File: src/rtl/versat_burst_reader_if.sv
// Databus read channel plus output stream of versat_burst_reader.
// master = the burst reader itself, slave = interconnect/consumer side.
interface versat_burst_reader_if #(
  parameter int unsigned ADDR_W = 32,
  parameter int unsigned DATA_W = 32
);
  logic                  databus_valid;
  logic                  databus_ready;
  logic [ADDR_W-1:0]     databus_addr;
  logic [DATA_W-1:0]     databus_wdata;
  logic [DATA_W/8-1:0]   databus_wstrb;
  logic [7:0]            databus_len;
  logic                  databus_last;
  logic [DATA_W-1:0]     databus_rdata;
  logic                  out_valid;
  logic                  out_ready;
  logic [DATA_W-1:0]     out_data;

  modport master (
    output databus_valid, databus_addr, databus_wdata, databus_wstrb, databus_len,
    input  databus_ready, databus_last, databus_rdata,
    output out_valid, out_data,
    input  out_ready
  );

  modport slave (
    input  databus_valid, databus_addr, databus_wdata, databus_wstrb, databus_len,
    output databus_ready, databus_last, databus_rdata,
    input  out_valid, out_data,
    output out_ready
  );
endinterface

File: src/rtl/versat_burst_reader.sv
// Burst read master: splits a linear read into INCR bursts, buffers beats in a FWFT FIFO.
// Define VERSAT_BURST_4K_SPLIT_EN to keep every burst inside one 4 KB page.
module versat_burst_reader #(
  parameter int unsigned ADDR_W     = 32,
  parameter int unsigned DATA_W     = 32,
  parameter int unsigned LEN_W      = 20,
  parameter int unsigned MAX_BURST  = 16,
  parameter int unsigned FIFO_DEPTH = 32
) (
  input  logic               clk,
  input  logic               rst,
  input  logic               start,
  input  logic [ADDR_W-1:0]  base_addr,
  input  logic [LEN_W-1:0]   total_words,
  output logic               busy,
  output logic               done,
  versat_burst_reader_if.master bus
);

  localparam int unsigned BYTES   = DATA_W / 8;
  localparam int unsigned PTR_W   = $clog2(FIFO_DEPTH);
  localparam int unsigned CNT_W   = PTR_W + 1;
  localparam int unsigned BURST_W = 9;

  typedef enum logic [2:0] {
    S_IDLE,
    S_CALC,
    S_WAIT,
    S_BURST,
    S_DRAIN
  } state_t;

  state_t              state_q, state_d;
  logic [ADDR_W-1:0]   addr_q;
  logic [LEN_W-1:0]    remaining_q;
  logic [BURST_W-1:0]  burst_q;
  logic [BURST_W-1:0]  burst_calc;
  logic [LEN_W-1:0]    lim;
  logic [7:0]          len_q;
  logic [7:0]          beat_q;

  logic [DATA_W-1:0]   mem [FIFO_DEPTH];
  logic [PTR_W-1:0]    wr_ptr_q, rd_ptr_q;
  logic [CNT_W-1:0]    count_q, count_d;
  logic [CNT_W-1:0]    fifo_free;
  logic                out_valid_q;
  logic                push, pop, last_beat;

  assign push      = (state_q == S_BURST) && bus.databus_ready;
  assign last_beat = push && bus.databus_last;
  assign pop       = out_valid_q && bus.out_ready;
  assign fifo_free = CNT_W'(FIFO_DEPTH) - count_q;

  assign bus.databus_addr  = addr_q;
  assign bus.databus_len   = len_q;
  assign bus.databus_wdata = '0;
  assign bus.databus_wstrb = '0;
  assign bus.out_valid     = out_valid_q;
  // Gate the head so stale memory never shows while the FIFO is empty
  assign bus.out_data      = out_valid_q ? mem[rd_ptr_q] : '0;

`ifdef VERSAT_BURST_4K_SPLIT_EN
  logic [LEN_W-1:0] page_words;
`endif

  // Burst size for the next request
  always_comb begin
    lim = (remaining_q < LEN_W'(MAX_BURST)) ? remaining_q : LEN_W'(MAX_BURST);
`ifdef VERSAT_BURST_4K_SPLIT_EN
    page_words = LEN_W'((13'h1000 - {1'b0, addr_q[11:0]}) >> $clog2(BYTES));
    if (page_words < lim) lim = page_words;
`else
    lim = lim;
`endif
    burst_calc = BURST_W'(lim);
  end

  // Next-state logic
  always_comb begin
    state_d = state_q;
    case (state_q)
      S_IDLE:  if (start && (total_words != '0)) state_d = S_CALC;
      S_CALC:  state_d = S_WAIT;
      S_WAIT:  if (fifo_free >= CNT_W'(burst_q)) state_d = S_BURST;
      S_BURST: if (last_beat)
                 state_d = (remaining_q == LEN_W'(burst_q)) ? S_DRAIN : S_CALC;
      S_DRAIN: if (count_q == '0) state_d = S_IDLE;
      default: state_d = S_IDLE;
    endcase
  end

  always_comb begin
    count_d = count_q;
    case ({push, pop})
      2'b10:   count_d = count_q + CNT_W'(1);
      2'b01:   count_d = count_q - CNT_W'(1);
      default: count_d = count_q;
    endcase
  end

  // State register, registered outputs and transfer bookkeeping
  always_ff @(posedge clk or posedge rst) begin
    if (rst) begin
      state_q           <= S_IDLE;
      busy              <= 1'b0;
      done              <= 1'b0;
      bus.databus_valid <= 1'b0;
      addr_q            <= '0;
      remaining_q       <= '0;
      burst_q           <= '0;
      len_q             <= '0;
      beat_q            <= '0;
    end else begin
      state_q           <= state_d;
      busy              <= (state_d != S_IDLE);
      done              <= ((state_q == S_IDLE) && start && (total_words == '0)) ||
                           ((state_q == S_DRAIN) && (state_d == S_IDLE));
      bus.databus_valid <= (state_d == S_BURST);
      if ((state_q == S_IDLE) && (state_d == S_CALC)) begin
        addr_q      <= base_addr & ~ADDR_W'(BYTES - 1);
        remaining_q <= total_words;
      end
      if (state_q == S_CALC) begin
        burst_q <= burst_calc;
        len_q   <= 8'(burst_calc - BURST_W'(1));
      end
      if (push) beat_q <= bus.databus_last ? 8'd0 : beat_q + 8'd1;
      if (last_beat) begin
        addr_q      <= addr_q + ADDR_W'(burst_q) * ADDR_W'(BYTES);
        remaining_q <= remaining_q - LEN_W'(burst_q);
      end
    end
  end

  // FIFO pointers and occupancy
  always_ff @(posedge clk or posedge rst) begin
    if (rst) begin
      wr_ptr_q    <= '0;
      rd_ptr_q    <= '0;
      count_q     <= '0;
      out_valid_q <= 1'b0;
    end else begin
      if (push) wr_ptr_q <= wr_ptr_q + PTR_W'(1);
      if (pop)  rd_ptr_q <= rd_ptr_q + PTR_W'(1);
      count_q     <= count_d;
      out_valid_q <= (count_d != '0);
    end
  end

  always_ff @(posedge clk) begin
    if (push) mem[wr_ptr_q] <= bus.databus_rdata;
  end

  a_beats_match_len: assert property (@(posedge clk) disable iff (rst)
    last_beat |-> (beat_q == len_q));
  a_no_overflow: assert property (@(posedge clk) disable iff (rst)
    push |-> (count_q != CNT_W'(FIFO_DEPTH)));

endmodule

File: src/flat_wrapper.sv
// flat-port wrapper written by rule: the top's interface ports become plain ports
module versat_burst_reader_flat 
#(
  parameter int unsigned ADDR_W     = 32,
  parameter int unsigned DATA_W     = 32,
  parameter int unsigned LEN_W      = 20,
  parameter int unsigned MAX_BURST  = 16,
  parameter int unsigned FIFO_DEPTH = 32
)
  (clk, rst, start, base_addr, total_words, busy, done, bus_databus_valid, bus_databus_addr, bus_databus_wdata, bus_databus_wstrb, bus_databus_len, bus_databus_ready, bus_databus_last, bus_databus_rdata, bus_out_valid, bus_out_data, bus_out_ready);
  versat_burst_reader_if #(.ADDR_W(ADDR_W), .DATA_W(DATA_W)) bus_i ();
  input  logic clk;
  input  logic rst;
  input  logic start;
  input  logic [ADDR_W-1:0] base_addr;
  input  logic [LEN_W-1:0] total_words;
  output logic busy;
  output logic done;
  output wire logic [$bits(bus_i.databus_valid)-1:0] bus_databus_valid;
  output wire logic [$bits(bus_i.databus_addr)-1:0] bus_databus_addr;
  output wire logic [$bits(bus_i.databus_wdata)-1:0] bus_databus_wdata;
  output wire logic [$bits(bus_i.databus_wstrb)-1:0] bus_databus_wstrb;
  output wire logic [$bits(bus_i.databus_len)-1:0] bus_databus_len;
  input wire logic [$bits(bus_i.databus_ready)-1:0] bus_databus_ready;
  input wire logic [$bits(bus_i.databus_last)-1:0] bus_databus_last;
  input wire logic [$bits(bus_i.databus_rdata)-1:0] bus_databus_rdata;
  output wire logic [$bits(bus_i.out_valid)-1:0] bus_out_valid;
  output wire logic [$bits(bus_i.out_data)-1:0] bus_out_data;
  input wire logic [$bits(bus_i.out_ready)-1:0] bus_out_ready;
  assign bus_databus_valid = bus_i.databus_valid;
  assign bus_databus_addr = bus_i.databus_addr;
  assign bus_databus_wdata = bus_i.databus_wdata;
  assign bus_databus_wstrb = bus_i.databus_wstrb;
  assign bus_databus_len = bus_i.databus_len;
  assign bus_i.databus_ready = bus_databus_ready;
  assign bus_i.databus_last = bus_databus_last;
  assign bus_i.databus_rdata = bus_databus_rdata;
  assign bus_out_valid = bus_i.out_valid;
  assign bus_out_data = bus_i.out_data;
  assign bus_i.out_ready = bus_out_ready;
  versat_burst_reader #(.ADDR_W(ADDR_W), .DATA_W(DATA_W), .LEN_W(LEN_W), .MAX_BURST(MAX_BURST), .FIFO_DEPTH(FIFO_DEPTH)) u_core (.clk(clk), .rst(rst), .start(start), .base_addr(base_addr), .total_words(total_words), .busy(busy), .done(done), .bus(bus_i));
endmodule
File: config.mk
export PLATFORM = sky130hd
export DESIGN_NAME = versat_burst_reader_flat
export DESIGN_NICKNAME = d
export VERILOG_FILES = /design/src/rtl/versat_burst_reader_if.sv /design/src/rtl/versat_burst_reader.sv /design/src/flat_wrapper.sv
export SDC_FILE = /design/constraint.sdc
export NUM_CORES = 1
export LEC_CHECK = 0
export ABC_AREA = 1
export CAP_MARGIN = 20
export CORE_ASPECT_RATIO = 1.75
export CORE_MARGIN = 10
export CORE_UTILIZATION = 54
export DETAILED_ROUTE_END_ITERATION = 8
export PLACE_DENSITY = 0.72
export SYNTH_ARGS = -nofsm -noshare
export SYNTH_HDL_FRONTEND = slang
export SYNTH_SLANG_ARGS = --single-unit
File: constraint.sdc
create_clock -name clk -period 6.33 [get_ports clk]
set_input_delay 1.266 -clock clk [delete_from_list [all_inputs] [get_ports clk]]
set_output_delay 1.266 -clock clk [all_outputs]
set_load 0.02 [all_outputs]
# Word level (Yosys, flattened, before mapping)
# Memories as Yosys holds them, arrays and structs flattened.
# Index checks and enable logic that the tools add are counted.
# totals
reg_bits	92
in_bits	90
mem_bits_rw	1024
memories	1
output_inout_bits	112
wordCells	64
# classes
reduce_logical	17
eq_ne	9
add_sub_neg	8
n_mux	15
n_lt_le_gt_ge	2
# mem_list
memory	words	word_bits	rd	rd_ports_with_merged_regs	write_ports	line	rtl
u_core.mem	32	32	1	0	1	versat_burst_reader.sv:42	logic [DATA_W-1:0] mem [FIFO_DEPTH];
# op_table
op	count
$mux 32	3
$mux 20	2
$add 32x11->32	1
$eq 20x9->1	1
$logic_not 20->1	1
$lt 20x5->1 const B	1
$reduce_bool 20->1	1
$sub 20x9->20	1
$mux 3	5
$pmux 3 s5	1
$pmux 6 s2	1
$add 5x1->5 const B	2
$eq 3x2->1 const B	3
$mux 9	1
$logic_and 1x1->1	8
$sub 8x1->8 const B	1
$add 6x1->6 const B	1
$eq 3x1->1 const B	2
$ge 6x6->1	1
$logic_not 3->1	2
$logic_not 6->1	1
$reduce_bool 6->1	1
$sub 6x1->6 const B	1
$sub 6x6->6 const A	1
other kinds (7)	8

# Longest topological paths before layout
# logic_depth
ltp_word	9
depth_mapped	17
mapped_depth_nobuf	17

# Worst setup path after synthesis
# OpenSTA, ideal clock, no wires.
# synth_path
path_kind	input port to flip-flop
startpoint	input port bus_databus_ready
endpoint	memory u_core.mem[23][0], enable pin
stages	4
setup_time_ns	0.501
arrival_ns	4.777
n_path_buf	0
t_required_ns	5.829
slack_ns	1.052
path_cell_list	nand4_4 > nor2_1 > inv_1 > nor4_1
# synth_via
elab_chain_cells	3
# synth_lines
item	line	rtl
from (decl)	flat_wrapper.sv:24	input wire logic [$bits(bus_i.databus_ready)-1:0] bus_databus_ready;
$logic_and 1x1->1	versat_burst_reader.sv:49	assign push = (state_q == S_BURST) && bus.databus_ready;
$mux 1	versat_burst_reader.sv:151	if (push) mem[wr_ptr_q] <= bus.databus_rdata;
$mux 1 (not written as such)	versat_burst_reader.sv:151	
to (decl)	versat_burst_reader.sv:42	
# No other way between the ends.

# Worst setup path in the final report
# layout_path
startpoint	register u_core.rd_ptr_q[1]
endpoint	output port bus_out_data[2]
# layout_via
elab_chain_cells	2
# layout_lines
item	line	rtl
from (decl)	versat_burst_reader.sv:43	logic [PTR_W-1:0] wr_ptr_q, rd_ptr_q;
from (signal assigned)	versat_burst_reader.sv:144	if (pop) rd_ptr_q <= rd_ptr_q + PTR_W'(1);
$mem_v2 32x32	--	
$mux 32	versat_burst_reader.sv:60	assign bus.out_data = out_valid_q ? mem[rd_ptr_q] : '0;
to (decl)	flat_wrapper.sv:28	output wire logic [$bits(bus_i.out_data)-1:0] bus_out_data;
# No other way between the ends.

==> impl_metrics.csv <==
group,metric,value,unit
layout,fillCellCount,6668,
cts,cts-hold-fix-buffers,0,
grt,global_route.overflow_total,0,
sta,hold_viol,0,
grt,gr-usage-met1,0.300,
floorplanning,rows,143,
worst_setup_path,startpoint_type,"register",
layout,fin_nets,4367,
sta,setup_ws,0.712,ns
grt,groute.usage.overall,0.253,
cts,clkTransAtPathRegs,0.06,ns
floorplanning,pin_count,202,
cts,cts_tree,"built",
floorplanning,coreArea,86800,um2
worst_setup_path,arrival,4.35,ns
cts,post_cts.repair.setup_buffers,0,
grt,pin_count_of_the_biggest_net_entering_global_routing,134,
synth,postSynthAreaPerCell,11.4,um2
synth,synthesis.area,47200,um2
route,final_wirelength,129000,um
grt,grt_pass1_wl,192000,um
sta,achievable-frequency,178,MHz
layout,commonest_non_fill_non_tap_cell_in_the_layout,"sky130_fd_sc_hd__edfxtp_1",
power_and_ir_drop,power.leakage,18.7,nW
sta,report.final.setup_viol,0,
grt,first_global_vias,31400,
sta,layout_worst_path_cycle_share,0.887,
placement,globalplace.congestion,0.919,
cts,worstSkewPairLatency,0.71,ns
worst_setup_path,crit_path_max_fanout,71,
route,detail-route-antenna-nets,0,
sta,grt_setup_unrepaired,"no",
cts,cts_made_buffers,97,
route,drt-wirelength-per-cell,23.5,um
synth,instance_count_of_the_mapped_netlist,4125,
power_and_ir_drop,p_per_area,455,nW/um2
cts,cts_sinks,1114,
floorplanning,die-area,100000,um2
grt,grt_antenna_before_repair,10,
cts,post_cts_resized,0,
route,first_pass_iters,5,
synth,synth_seq_area_share,0.700,
placement,portBuffers,161,
synth,postSynth.asyncResetShare,0.0808,
sta,worst_slew_pin_slew,1.15,ns
worst_setup_path,timing_worst_setup_path_type,"register to output port",
power_and_ir_drop,vdd.ir_drop.worst,0.491,mV
route,remaining_drc_errors,0,
route,detail_route.iter0.violations,3824,
synth,synth.yosys.warnings,0,
grt,grt_use_met2,0.439,
synth,synth_area_leaders,"sky130_fd_sc_hd__edfxtp_1, sky130_fd_sc_hd__nor2_1, sky130_fd_sc_hd__o21ai_0",
grt,top_usage_layer,"met2",
cts,clk_path_buf_depth,3,
sta,timing.final.crit_period,5.62,ns
layout,most_used_cells_in_the_layout_excluding_fill_and_tap_cells,"sky130_fd_sc_hd__edfxtp_1, sky130_fd_sc_hd__nor2_1, sky130_fd_sc_hd__nand2_1",
placement,dpl.hpwl,75700,um
sta,clock-skew-final,0.0234,ns
floorplanning,start_util,0.543,
floorplanning,die_w,243,um
synth,netlist.area_leader.share,0.652,
route,vias,32600,
synth,synth_enable_flop_cells,1024,
run_status,run_status,"completed",
sta,slew_headroom,0.232,
layout,drive_above_1_share,0.0660,
cts,cts-htree-levels,3,
route,detail_route.vias_per_cell,5.94,
cts,ctsRootBufferMaster,"sky130_fd_sc_hd__clkbuf_16",
worst_setup_path,crit_required,5.06,ns
placement,placement.setup.worst_slack,1.45,ns
grt,globalRouteMet3Util,0.0389,
sta,final_max_slew_viol_count,0,
synth,synth_cell_types,43,
hold_path,hold_path.class,"register to register",
layout,area_growth_syn_to_layout,12.9,%
flow_run,maxCapViolations,0,
synth,postSynth.topFlopCell,"sky130_fd_sc_hd__edfxtp_1",
sta,fin_tns_setup,0,ns
synth,synth-seq-cells,1114,
floorplanning,fp.dieH,411,um
synth,synth.largest_area_cell,"sky130_fd_sc_hd__edfxtp_1",
worst_setup_path,worstSetupEndpointType,"output port",
-- kinds of logic after synthesis --
group | Yosys count | synth area share
other cells | 1 | 0.0000795
simple gates | 1707 | 0.147
buf+inv | 414 | 0.0422
compound gates | 834 | 0.0975
flops | 1114 | 0.700
fa+ha+maj | 39 | 0.0108
xor+xnor | 16 | 0.00297
-- metrics by stage --
step / hold slack, ns / instance area, um2 / utilization / total power [W] / std cells
2_1_floorplan: 0.462 / 47300 / - / 0.0150 / 4162
3_3_place_gp: 0.468 / 50000 / 0.576 / 0.0183 / 5292
3_5_place_dp: 0.471 / 50000 / 0.576 / 0.0184 / 5294
4_1_cts: 0.485 / 53100 / 0.612 / 0.0242 / 5473
5_1_grt: 0.506 / 53300 / 0.614 / 0.0255 / 5481
6_report: 0.480 / 53300 / 0.614 / 0.0242 / 5481
-- where the power goes --
| group | leakage (nW) | total [W] | switching [W] | internal (W) |
|---|---|---|---|---|
| logic | 6.89 | 0.00931 | 0.00634 | 0.00297 |
| registers | 10.3 | 0.00905 | 0.000534 | 0.00851 |
| clock network | 1.53 | 0.00587 | 0.00263 | 0.00324 |
| total | 18.7 | 0.0242 | 0.00950 | 0.0147 |
-- worst paths after layout --
kind | cells past startpoint | slack, ns | endpoint | startpoint
min in group asynchronous | 2 | 1.02 | u_core.bus.databus_addr[20]$_DFFE_PP0P_ | rst
hold reg to reg | 2 | 0.48 | u_core.bus.databus_len[2]$_DFFE_PP0P_ | u_core.bus.databus_len[2]$_DFFE_PP0P_
setup reg to reg | 15 | 3.04 | u_core.bus.out_valid$_DFF_PP0_ | u_core.bus.out_valid$_DFF_PP0_
max in group asynchronous | 3 | 4.18 | u_core.bus.databus_len[2]$_DFFE_PP0P_ | rst
setup / recovery | 8 | 0.71 | bus_out_data[2] | u_core.rd_ptr_q[1]$_DFFE_PP0P_
hold / removal | 2 | 0.48 | u_core.bus.databus_len[2]$_DFFE_PP0P_ | u_core.bus.databus_len[2]$_DFFE_PP0P_
-- cells in the mapped netlist, types with 2 or more instances --
| cell | instances |
|---|---|
| sky130_fd_sc_hd__and2_1 | 2 |
| sky130_fd_sc_hd__dfrtp_1 | 90 |
| sky130_fd_sc_hd__nor3_1 | 19 |
| sky130_fd_sc_hd__fa_1 | 3 |
| sky130_fd_sc_hd__xnor2_1 | 2 |
| sky130_fd_sc_hd__inv_1 | 132 |
| sky130_fd_sc_hd__o21ai_0 | 478 |
| sky130_fd_sc_hd__a21boi_0 | 2 |
| sky130_fd_sc_hd__xor2_1 | 14 |
| sky130_fd_sc_hd__or2_1 | 7 |
| sky130_fd_sc_hd__ha_1 | 36 |
| sky130_fd_sc_hd__nor4_1 | 2 |
| sky130_fd_sc_hd__o22ai_1 | 149 |
| sky130_fd_sc_hd__o21a_1 | 3 |
| sky130_fd_sc_hd__nor2_1 | 813 |
| sky130_fd_sc_hd__a31oi_1 | 4 |
| sky130_fd_sc_hd__nor3b_1 | 4 |
| sky130_fd_sc_hd__nand4_1 | 21 |
| sky130_fd_sc_hd__a21oi_1 | 64 |
| sky130_fd_sc_hd__or2_2 | 8 |
| sky130_fd_sc_hd__o21bai_1 | 5 |
| sky130_fd_sc_hd__clkbuf_1 | 116 |
| sky130_fd_sc_hd__nor2_2 | 2 |
| sky130_fd_sc_hd__o211ai_1 | 81 |
| sky130_fd_sc_hd__buf_2 | 75 |
| sky130_fd_sc_hd__inv_2 | 6 |
| sky130_fd_sc_hd__buf_6 | 16 |
| sky130_fd_sc_hd__buf_1 | 11 |
| sky130_fd_sc_hd__buf_4 | 55 |
| sky130_fd_sc_hd__o21ai_1 | 47 |
| sky130_fd_sc_hd__nand3b_1 | 7 |
| sky130_fd_sc_hd__nand3_1 | 244 |
| sky130_fd_sc_hd__edfxtp_1 | 1024 |
| sky130_fd_sc_hd__and3_1 | 3 |
| sky130_fd_sc_hd__nand2_1 | 572 |
-- area by class of cell --
| type | count | area [um2] | share of cell area |
|---|---|---|---|
| diodes | 3 | 7.51 | 0.000141 |
| clock buffers | 125 | 2640 | 0.0495 |
| clock inverters | 54 | 493 | 0.00926 |
| inverters | 140 | 549 | 0.0103 |
| multi-input cells | 2634 | 12500 | 0.236 |
| flip-flops and latches | 1114 | 33000 | 0.620 |
| well taps | 1160 | 1450 | 0.0273 |
| repair buffers | 251 | 2560 | 0.0480 |
-- registers in the layout, summed over array words and instances, names as in the netlist --
| register | flops |
|---|---|
| u_core.wr_ptr_q | 5 |
| u_core.rd_ptr_q | 5 |
| u_core.busy | 1 |
| u_core.bus.databus_addr | 30 |
| u_core.bus.databus_len | 8 |
| u_core.state_q | 3 |
| u_core.count_q | 6 |
| u_core.bus.databus_valid | 1 |
| u_core.burst_q | 9 |
| u_core.mem | 1024 |
| u_core.done | 1 |
| u_core.remaining_q | 20 |
| u_core.bus.out_valid | 1 |
-- metal layers --
layer	up-vias	part of all wire
met5	-	0.00010
met4	2	0.047
met3	322	0.080
met2	1657	0.51
met1	15800	0.36
li1	14800	-
-- critical path, cell delays in order, from the launching register on --
cell and delay [ns]:
sky130_fd_sc_hd__dfrtp_4 1.00, sky130_fd_sc_hd__buf_4 0.73, sky130_fd_sc_hd__o21ai_0 0.21, sky130_fd_sc_hd__o22ai_1 0.22, sky130_fd_sc_hd__a21oi_1 0.10, sky130_fd_sc_hd__nand2_1 0.08, sky130_fd_sc_hd__nand2_1 0.05, sky130_fd_sc_hd__nor2_1 0.48
sky130_fd_sc_hd__clkdlybuf4s50_1 0.74
Power figures use the tool's default switching activity.
